$ cat src/rtl/uart_pkg.sv
`timescale 1ns/1ps
// Shared types and constants for the UART receive path.
package uart_pkg;

  localparam int unsigned OVS        = 16;
  localparam int unsigned MID_SAMPLE = 8;
  localparam int unsigned PHASE_W    = $clog2(OVS);

  localparam logic [1:0] DATA_BITS_5 = 2'd0;
  localparam logic [1:0] DATA_BITS_6 = 2'd1;
  localparam logic [1:0] DATA_BITS_7 = 2'd2;
  localparam logic [1:0] DATA_BITS_8 = 2'd3;

  typedef enum logic [2:0] {
    RX_IDLE   = 3'd0,
    RX_START  = 3'd1,
    RX_DATA   = 3'd2,
    RX_PARITY = 3'd3,
    RX_STOP1  = 3'd4,
    RX_STOP2  = 3'd5
  } rx_state_e;

  // Index of the final data bit for a data-bits encoding.
  function automatic logic [2:0] last_bit_idx(input logic [1:0] data_bits);
    logic [2:0] idx;
    case (data_bits)
      DATA_BITS_5: idx = 3'd4;
      DATA_BITS_6: idx = 3'd5;
      DATA_BITS_7: idx = 3'd6;
      DATA_BITS_8: idx = 3'd7;
      default:     idx = 3'd7;
    endcase
    return idx;
  endfunction

endpackage

$ cat src/rtl/uart_baud_tick.sv
`timescale 1ns/1ps
// Oversample tick generator: one tick every divisor+1 clocks, restartable.
module uart_baud_tick #(
  parameter int unsigned DIV_W = 16
) (
  input  logic             mclk,
  input  logic             reset,
  input  logic             clear,
  input  logic [DIV_W-1:0] divisor,
  output logic             tick
);

  logic [DIV_W-1:0] cnt_q, cnt_d;
  logic             tick_q, tick_d;

  // Count 0..divisor, pulse on wrap; clear holds the phase at zero.
  always_comb begin
    cnt_d  = cnt_q;
    tick_d = 1'b0;
    if (clear) begin
      cnt_d = '0;
    end else if (cnt_q == divisor) begin
      cnt_d  = '0;
      tick_d = 1'b1;
    end else begin
      cnt_d = cnt_q + DIV_W'(1);
    end
  end

  // Counter and tick registers.
  always_ff @(posedge mclk) begin
    if (reset) begin
      cnt_q  <= '0;
      tick_q <= 1'b0;
    end else begin
      cnt_q  <= cnt_d;
      tick_q <= tick_d;
    end
  end

  assign tick = tick_q;

endmodule

$ cat src/rtl/uart_rx_core.sv
`timescale 1ns/1ps
// 16x oversampled UART receiver with valid/ready output and error flags.
module uart_rx_core
  import uart_pkg::*;
#(
  parameter int unsigned DIV_W       = 16,
  parameter int unsigned SYNC_STAGES = 2
) (
  input  logic             mclk,
  input  logic             reset,
  input  logic             rx_en,
  input  logic [1:0]       cfg_data_bits,
  input  logic             cfg_stop_bits,
  input  logic             cfg_parity_en,
  input  logic             cfg_even_parity,
  input  logic [DIV_W-1:0] cfg_divisor,
  input  logic             rxd,
  output logic [7:0]       rx_data,
  output logic             rx_par_err,
  output logic             rx_frm_err,
  output logic             rx_valid,
  input  logic             rx_ready,
  output logic             rx_ovr,
  output logic             rx_busy
);

  logic [SYNC_STAGES-1:0] sync_q, sync_d;
  logic                   rxd_prev_q, rxd_prev_d;
  rx_state_e              state_q, state_d;
  logic [PHASE_W-1:0]     phase_q, phase_d;
  logic [2:0]             bit_cnt_q, bit_cnt_d;
  logic [7:0]             shreg_q, shreg_d;
  logic                   par_acc_q, par_acc_d;
  logic                   frm_acc_q, frm_acc_d;
  logic [1:0]             f_bits_q, f_bits_d;
  logic                   f_stop_q, f_stop_d;
  logic                   f_par_en_q, f_par_en_d;
  logic                   f_even_q, f_even_d;
  logic [DIV_W-1:0]       f_div_q, f_div_d;
  logic [7:0]             rx_data_q, rx_data_d;
  logic                   rx_par_err_q, rx_par_err_d;
  logic                   rx_frm_err_q, rx_frm_err_d;
  logic                   rx_valid_q, rx_valid_d;
  logic                   rx_ovr_q, rx_ovr_d;
  logic                   rx_busy_q, rx_busy_d;

  logic rxd_s, start_edge, tick, sample, done, done_frm;

  assign rxd_s      = sync_q[SYNC_STAGES-1];
  assign start_edge = rxd_prev_q & ~rxd_s;

  uart_baud_tick #(.DIV_W(DIV_W)) u_baud (
    .mclk    (mclk),
    .reset   (reset),
    .clear   (state_q == RX_IDLE),
    .divisor (f_div_q),
    .tick    (tick)
  );

  // Frame sequencing, bit assembly and output handshake.
  always_comb begin
    sync_d       = {sync_q[SYNC_STAGES-2:0], rxd};
    rxd_prev_d   = rxd_s;
    state_d      = state_q;
    phase_d      = phase_q;
    bit_cnt_d    = bit_cnt_q;
    shreg_d      = shreg_q;
    par_acc_d    = par_acc_q;
    frm_acc_d    = frm_acc_q;
    f_bits_d     = f_bits_q;
    f_stop_d     = f_stop_q;
    f_par_en_d   = f_par_en_q;
    f_even_d     = f_even_q;
    f_div_d      = f_div_q;
    rx_data_d    = rx_data_q;
    rx_par_err_d = rx_par_err_q;
    rx_frm_err_d = rx_frm_err_q;
    rx_valid_d   = rx_valid_q;
    rx_ovr_d     = 1'b0;
    done         = 1'b0;
    done_frm     = frm_acc_q;

    // Start bit is sampled at its midpoint, later bits one full bit apart.
    if (state_q == RX_START) begin
      sample = tick && (phase_q == PHASE_W'(MID_SAMPLE - 1));
    end else begin
      sample = tick && (phase_q == PHASE_W'(OVS - 1));
    end
    if (tick) begin
      phase_d = (sample && state_q == RX_START) ? '0 : phase_q + PHASE_W'(1);
    end

    case (state_q)
      RX_IDLE: begin
        phase_d = '0;
        if (rx_en && start_edge) begin
          state_d    = RX_START;
          bit_cnt_d  = '0;
          shreg_d    = '0;
          par_acc_d  = 1'b0;
          frm_acc_d  = 1'b0;
          f_bits_d   = cfg_data_bits;
          f_stop_d   = cfg_stop_bits;
          f_par_en_d = cfg_parity_en;
          f_even_d   = cfg_even_parity;
          f_div_d    = cfg_divisor;
        end
      end
      RX_START: begin
        if (sample) state_d = rxd_s ? RX_IDLE : RX_DATA;
      end
      RX_DATA: begin
        if (sample) begin
          shreg_d[bit_cnt_q] = rxd_s;
          bit_cnt_d          = bit_cnt_q + 3'd1;
          if (bit_cnt_q == last_bit_idx(f_bits_q)) begin
            state_d = f_par_en_q ? RX_PARITY : RX_STOP1;
          end
        end
      end
      RX_PARITY: begin
        if (sample) begin
          par_acc_d = (^shreg_q) ^ rxd_s ^ ~f_even_q;
          state_d   = RX_STOP1;
        end
      end
      RX_STOP1: begin
        if (sample) begin
          if (f_stop_q) begin
            frm_acc_d = ~rxd_s;
            state_d   = RX_STOP2;
          end else begin
            done     = 1'b1;
            done_frm = ~rxd_s;
            state_d  = RX_IDLE;
          end
        end
      end
      RX_STOP2: begin
        if (sample) begin
          done     = 1'b1;
          done_frm = frm_acc_q | ~rxd_s;
          state_d  = RX_IDLE;
        end
      end
      default: state_d = RX_IDLE;
    endcase

    // Disabling the receiver discards any frame in flight.
    if (state_q != RX_IDLE && !rx_en) begin
      state_d = RX_IDLE;
      done    = 1'b0;
    end

    // Load a finished frame unless an unconsumed word is still held.
    if (done) begin
      if (!rx_valid_q || rx_ready) begin
        rx_data_d    = shreg_q;
        rx_par_err_d = f_par_en_q & par_acc_q;
        rx_frm_err_d = done_frm;
        rx_valid_d   = 1'b1;
      end else begin
        rx_ovr_d = 1'b1;
      end
    end else if (rx_valid_q && rx_ready) begin
      rx_valid_d = 1'b0;
    end

    rx_busy_d = (state_d != RX_IDLE);
  end

  // All state, synchroniser and output registers.
  always_ff @(posedge mclk) begin
    if (reset) begin
      sync_q       <= '1;
      rxd_prev_q   <= 1'b1;
      state_q      <= RX_IDLE;
      phase_q      <= '0;
      bit_cnt_q    <= '0;
      shreg_q      <= '0;
      par_acc_q    <= 1'b0;
      frm_acc_q    <= 1'b0;
      f_bits_q     <= '0;
      f_stop_q     <= 1'b0;
      f_par_en_q   <= 1'b0;
      f_even_q     <= 1'b0;
      f_div_q      <= '0;
      rx_data_q    <= '0;
      rx_par_err_q <= 1'b0;
      rx_frm_err_q <= 1'b0;
      rx_valid_q   <= 1'b0;
      rx_ovr_q     <= 1'b0;
      rx_busy_q    <= 1'b0;
    end else begin
      sync_q       <= sync_d;
      rxd_prev_q   <= rxd_prev_d;
      state_q      <= state_d;
      phase_q      <= phase_d;
      bit_cnt_q    <= bit_cnt_d;
      shreg_q      <= shreg_d;
      par_acc_q    <= par_acc_d;
      frm_acc_q    <= frm_acc_d;
      f_bits_q     <= f_bits_d;
      f_stop_q     <= f_stop_d;
      f_par_en_q   <= f_par_en_d;
      f_even_q     <= f_even_d;
      f_div_q      <= f_div_d;
      rx_data_q    <= rx_data_d;
      rx_par_err_q <= rx_par_err_d;
      rx_frm_err_q <= rx_frm_err_d;
      rx_valid_q   <= rx_valid_d;
      rx_ovr_q     <= rx_ovr_d;
      rx_busy_q    <= rx_busy_d;
    end
  end

  assign rx_data    = rx_data_q;
  assign rx_par_err = rx_par_err_q;
  assign rx_frm_err = rx_frm_err_q;
  assign rx_valid   = rx_valid_q;
  assign rx_ovr     = rx_ovr_q;
  assign rx_busy    = rx_busy_q;

endmodule

$ cat config.mk
export PLATFORM = sky130hd
export DESIGN_NAME = uart_rx_core
export DESIGN_NICKNAME = d
export VERILOG_FILES = /design/src/rtl/uart_pkg.sv /design/src/rtl/uart_baud_tick.sv /design/src/rtl/uart_rx_core.sv
export SDC_FILE = /design/constraint.sdc
export NUM_CORES = 1
export LEC_CHECK = 0
export CELL_PAD_IN_SITES_DETAIL_PLACEMENT = 1
export CELL_PAD_IN_SITES_GLOBAL_PLACEMENT = 1
export CORE_MARGIN = 2
export CORE_UTILIZATION = 46
export DETAILED_ROUTE_END_ITERATION = 8
export HOLD_SLACK_MARGIN = 0.08
export PLACE_DENSITY_LB_ADDON = 0.1
export SLEW_MARGIN = 10
export SYNTH_ARGS = -nofsm -noshare
export SYNTH_HDL_FRONTEND = slang
export SYNTH_SLANG_ARGS = --single-unit
$ cat constraint.sdc
create_clock -name mclk -period 4.09 [get_ports mclk]
set_clock_uncertainty 0.05 [all_clocks]
set_input_delay 0.6135 -clock mclk [delete_from_list [all_inputs] [get_ports mclk]]
set_output_delay 0.6135 -clock mclk [all_outputs]
set_load 0.05 [all_outputs]
==> impl_metrics.toml, run 1 <==
[setup_path]
cp_max_fo = 18
arrival_ps = 2760
cp_num_buf_inv = 0
cp_top_family = "simple AND/OR/NAND/NOR gates"
startpoint_type = "register"
cp-end-kind = "register"
crit_chain = "nor3_2, nand4b_1, a2111oi_0, mux2_2"
max_stage_delay_ps = 640
cp_slowest_cell = "a2111oi_0"
required_ps = 4270
path_class = "reg2reg"

[sta]
slew_headroom_pct = 47.4
fin_ws_ps = 1510
setup_tns_ps = 0
fin_crit_ps = 2580
fmax_ghz = 0.388
setup_violations = 0
min_period_over_period_pct = 63.1
rsz0062_at_grt = "no"
slew_viol_final = 0
worst_slew_pin_slew_ps = 782
hold_viol_final = 0

[final_layout]
layoutNonFillerInstCount = 505
area_growth_pct = 19.5
final_util_pct = 56.4
fillCellCount = 852
layout-drive-gt1-share_pct = 10.1
antennaDiodeCount = 0
nets = 431

[routing]
met1_length_um = 3970
drt_pass1_iterations = 4
first_iter_violations = 63
post_drt_via_cell_ratio = 5.46
wl_per_cell_um = 16.3
ant_nets = 0
vias = 2757
drc = 0
wl_met3_um = 273
met2_wirelength_um = 3900
finalWirelength_um = 8250
highest_layer = "met4"

[status]
outcome = "complete, no violations"

[synthesis]
ys_seq_elements = 74
synth.cell_area_um2 = 3400
synth.yosys.seq_area_share_pct = 43.5
yosys_warnings = 0
syn_inst = 374
synthesis.nets = 403
synth.top_cell.area_share_pct = 43.5
async_flop_share_pct = 0
ys_types = 54
postSynthAreaPerCell_um2 = 9.10
synth_edf_count = 0
synthTopCellsByArea = "dfxtp_1, xnor2_1, nand2_1"
synth_top_cell_by_area = "dfxtp_1"
synth-main-ff-cell = "dfxtp_1"

[floorplanning]
core_um2 = 7210
die_w_um = 90.0
initial_utilization_pct = 47.2
die_area_um2 = 8110
die_h_um = 90.0
boundaryPins = 39
rows = 31

[clocking]
cts.sinks = 74
post-cts-setup-buffer-count = 0
cts_buffers = 9
cts-root-buf = "clkbuf_8"
clk_latency_ps = 340
path_clk_slew_ps = 80
cts_resized = 0
clock_path_buffers = 2
cts_tree = "built"
hold_buffers = 0
cts_htree_levels = 3

[global_route]
grt_pass1_wl_um = 14200
grt.overflow.total = 0
grt_pass1_vias = 2882
grt_max_degree = 44
antenna_found_initial = 0
grt_use_total_pct = 21.5

[place]
dp_slack_ps = 1240
routabilityCongestion = 0.792
port-buffer-count = 38
dpl.cell_count = 490
dp.final_hpwl_um = 5690

[min_path]
hp-class = "reg2reg"

[power]
power_density_nw_per_um2 = 354
leakage_nw = 1.35
vdd_drop_max_v = 0.000154

[job]
drv_cap = 0
==> power breakdown <==
group / total [mW] / switching, mW / internal (mW)
logic: 0.0829 / 0.0432 / 0.0397
clock network: 0.625 / 0.267 / 0.358
registers: 0.733 / 0.00646 / 0.726
total: 1.44 / 0.317 / 1.12
==> placed cells by master, fill, tap and decap left out, drive strengths merged, types with 2 or more instances in the layout <==
cell type	instances
inv	5
clkdlybuf4s50	38
buf	5
bufinv	2
xnor2	29
nor3b	3
nand2	46
nor2b	2
and4	3
nand4	10
and3	13
nor3	17
nand3b	3
clkbuf	11
nor4	2
a211oi	4
or2	4
a21oi	29
mux2	8
a21boi	2
mux2i	9
nand2b	3
a2111oi	4
ha	3
o21ai	6
a41oi	2
or3	4
and4b	2
dfxtp	74
o2111ai	5
and2	5
nand3	12
nor2	12
xor2	12
o41ai	2
==> per-layer routing <==
metal  track usage, %  up-vias
met5                0        -
met4             7.31        0
met3             3.94        7
met2             34.1       43
met1             29.4     1333
li1                 -     1374
==> cell families (layout without fill, tap and decap cells) <==
family / count (synthesis) / in the layout / synth area share [%]
muxes: 17 / 17 / 5.29
AOI/OAI and AO/OA: 62 / 62 / 11.9
adders and majority gates: 3 / 3 / 1.10
buffers and inverters: 31 / 63 / 3.56
and+or+nand+nor: 145 / 145 / 23.4
DFF: 74 / 74 / 43.5
xor gates and xnor gates: 42 / 42 / 11.2
==> final cells by class <==
cell class	count	area, um2	share of cell area [%]
Tap cell	99	124	3.05
Clock inverter	4	76.3	1.88
Multi-Input combinational cell	269	1810	44.4
Timing Repair Buffer	43	418	10.3
Clock buffer	11	141	3.48
Inverter	5	18.8	0.461
Sequential cell	74	1480	36.4
==> Yosys cell counts (all sizes together) (6+ instances only) <==
| library cell | n |
|---|---|
| a21oi | 29 |
| nand3 | 12 |
| mux2i | 9 |
| buf | 6 |
| o21ai | 6 |
| xor2 | 12 |
| clkbuf | 20 |
| nor3 | 17 |
| dfxtp | 74 |
| nand4 | 10 |
| nor2 | 12 |
| nand2 | 46 |
| mux2 | 8 |
| and3 | 13 |
| xnor2 | 29 |
==> final timing paths <==
check                                            from                       to  slack (ps)  depth (start not counted)
worst max-delay path            state_q[2]$_SDFF_PP0_  shreg_q[0]$_SDFFE_PP0P_        1510                          4
worst min-delay path             sync_q[0]$_SDFF_PP1_     sync_q[1]$_SDFF_PP1_         370                          1
worst max register to register  state_q[2]$_SDFF_PP0_  shreg_q[0]$_SDFFE_PP0P_        1510                          4
worst min register to register   sync_q[0]$_SDFF_PP1_     sync_q[1]$_SDFF_PP1_         370                          1
==> worst register-to-register path: stages, from the launching register on <==
cell,delay (ps)
dfxtp_1,460
nor3_2,350
nand4b_1,580
a2111oi_0,650
mux2_2,390
==> stage by stage <==
| step | instance area (um2) | hold WS [ps] | power (mW) |
|---|---|---|---|
| after detailed placement | 3850 | 349 | 0.832 |
| after CTS | 4070 | 372 | 1.46 |
| after global routing | 4070 | 395 | 1.50 |
| after floorplan | 3400 | 339 | 0.790 |
| final | 4070 | 366 | 1.44 |
| after global placement | 3850 | 347 | 0.831 |
==> sequential cells by signal, summed over array words and instances (netlist names), 2 cells and up <==
signal,count
shreg_q,8
state_q,3
sync_q,2
bit_cnt_q,3
u_baud.cnt_q,16
rx_data,8
phase_q,4
f_bits_q,2
f_div_q,16
No activity file was read; power rests on OpenSTA's default activity.
==> inputs of run 2 (changes only) <==
- CORE_UTILIZATION: 46 -> 43
- clock period: 4.09 -> 2.7 ns (I/O delays scaled with it)
==> impl_metrics.toml, run 2 (synthesis gave the netlist of run 1 again) <==
[status]
outcome = "complete, no violations"

[routing]
post_drt_via_cell_ratio = 5.46
finalWirelength_um = 8400
ant_nets = 0
drc = 0
first_iter_violations = 79
drt_pass1_iterations = 4
wl_per_cell_um = 16.4
vias = 2789

[clocking]
cts_resized = 0
cts_htree_levels = 3
cts_tree = "built"
hold_buffers = 0
cts_buffers = 9
path_clk_slew_ps = 70
cts-root-buf = "clkbuf_8"
cts.sinks = 74
post-cts-setup-buffer-count = 0
clk_latency_ps = 350
clock_path_buffers = 2

[floorplanning]
rows = 32
initial_utilization_pct = 44.3
boundaryPins = 39
die_h_um = 93.0
core_um2 = 7690
die_w_um = 93.0
die_area_um2 = 8650

[sta]
fin_ws_ps = 575
fin_crit_ps = 2130
slew_headroom_pct = 62.7
fmax_ghz = 0.470
hold_viol_final = 0
setup_tns_ps = 0
worst_slew_pin_slew_ps = 554
setup_violations = 0
min_period_over_period_pct = 78.7
slew_viol_final = 0
rsz0062_at_grt = "no"

[min_path]
whs_endpoint = "sync_q[1]$_SDFF_PP1_"
hp-class = "reg2reg"
min_from = "sync_q[0]$_SDFF_PP1_"
whs_path_depth = 1

[power]
leakage_nw = 1.37
switching_power_mw = 0.491
p_clk_share_pct = 43.6
power.total_mw = 2.20
seqPwrFrac_pct = 50.5
vdd_drop_max_v = 0.000239
p_int_mw = 1.70
power_density_nw_per_um2 = 536
swShare_pct = 22.4
pwr-share-comb_pct = 5.9

[final_layout]
antennaDiodeCount = 0
fillCellCount = 897
top_regs = "f_div_q: 16 flops, u_baud.cnt_q: 16 flops"
area_growth_pct = 20.3
final_common_cell = "dfxtp_1"
nets = 434
layout-drive-gt1-share_pct = 10.8
layout_common_cells = "dfxtp_1, nand2_1, clkdlybuf4s50_1"

[global_route]
grt.overflow.total = 0
grt_use_total_pct = 20.9
grt_pass1_wl_um = 14100
grt_pass1_vias = 2848
grt_max_degree = 42
antenna_found_initial = 0

[setup_path]
cp_slowest_cell = "dfxtp_1"
rr_endpoint = "shreg_q[4]$_SDFFE_PP0P_"
required_ps = 2890
reg2regPathDepth = 4
crit_chain = "nor3b_2, nand2_1, a2111oi_0, mux2_2"
r2r_start = "state_q[1]$_SDFF_PP0_"
startpoint_type = "register"
cp_max_fo = 12
path_class = "reg2reg"
cp_top_family = "flip-flops"
max_stage_delay_ps = 550
arrival_ps = 2310
cp-end-kind = "register"
ff2ff_setup_slack_ps = 570
cp_num_buf_inv = 0

[place]
dp.final_hpwl_um = 5790
routabilityCongestion = 0.748
dp_slack_ps = 458
port-buffer-count = 38

[job]
drv_cap = 0
run 2: cell count changes in the layout (fill, tap and decap cells not counted):
| cell | before | now |
|---|---|---|
| buf_4 | 5 | 8 |
run 2: per-layer routing:
metal | vias up | wire length [um] | GRT usage (%)
met4 | 0 | 119 | 6.62
li1 | 1381 | - | -
met5 | - | 0 | 0
met1 | 1352 | 4000 | 27.3
met2 | 45 | 4000 | 33.9
met3 | 11 | 276 | 5.16
run 2: worst register-to-register path, cell delays in order (launching register included):
cell and delay [ps]:
dfxtp_1 550, nor3b_2 370, nand2_1 180, a2111oi_0 480, mux2_2 390
run 2: how the worst max path moves through the flow:
stage	from	end	slack, ps	cells after the start
2_1_floorplan	phase_q[0]$_SDFFE_PP0P_	frm_acc_q$_SDFFE_PP0P_	750	5
3_3_place_gp	rx_en	shreg_q[6]$_SDFFE_PP0P_	520	4
3_5_place_dp	rx_en	shreg_q[4]$_SDFFE_PP0P_	460	4
4_1_cts	phase_q[0]$_SDFFE_PP0P_	shreg_q[4]$_SDFFE_PP0P_	560	5
5_1_grt	state_q[1]$_SDFF_PP0_	shreg_q[0]$_SDFFE_PP0P_	300	4
6_report	state_q[1]$_SDFF_PP0_	shreg_q[4]$_SDFFE_PP0P_	570	4
run 2: cell type report:
class	instances	area [um2]	area share, %
inverters	5	18.8	0.458
repair buffers	46	440	10.8
flip-flops and latches	74	1480	36.2
well taps	102	128	3.12
multi-input cells	269	1810	44.2
clock inverters	4	76.3	1.86
clock buffers	11	141	3.45
run 2: power by group through the flow:
stage               logic [mW]  registers (mW)  clock network (mW)
finish                   0.130            1.11               0.957
floorplan               0.0641            1.13                   0
global route             0.142            1.11                1.04
detailed placement       0.129            1.13                   0
global placement         0.127            1.13                   0
CTS                      0.131            1.11               0.987
run 2: per-stage QoR:
stage,instances,hold WS (ps),area (um2),util [%]
6_report,511,374,4090,53.3
5_1_grt,511,397,4090,53.3
4_1_cts,511,380,4090,53.3
3_5_place_dp,496,358,3880,50.4
3_3_place_gp,496,344,3880,50.4
2_1_floorplan,374,339,3400,-
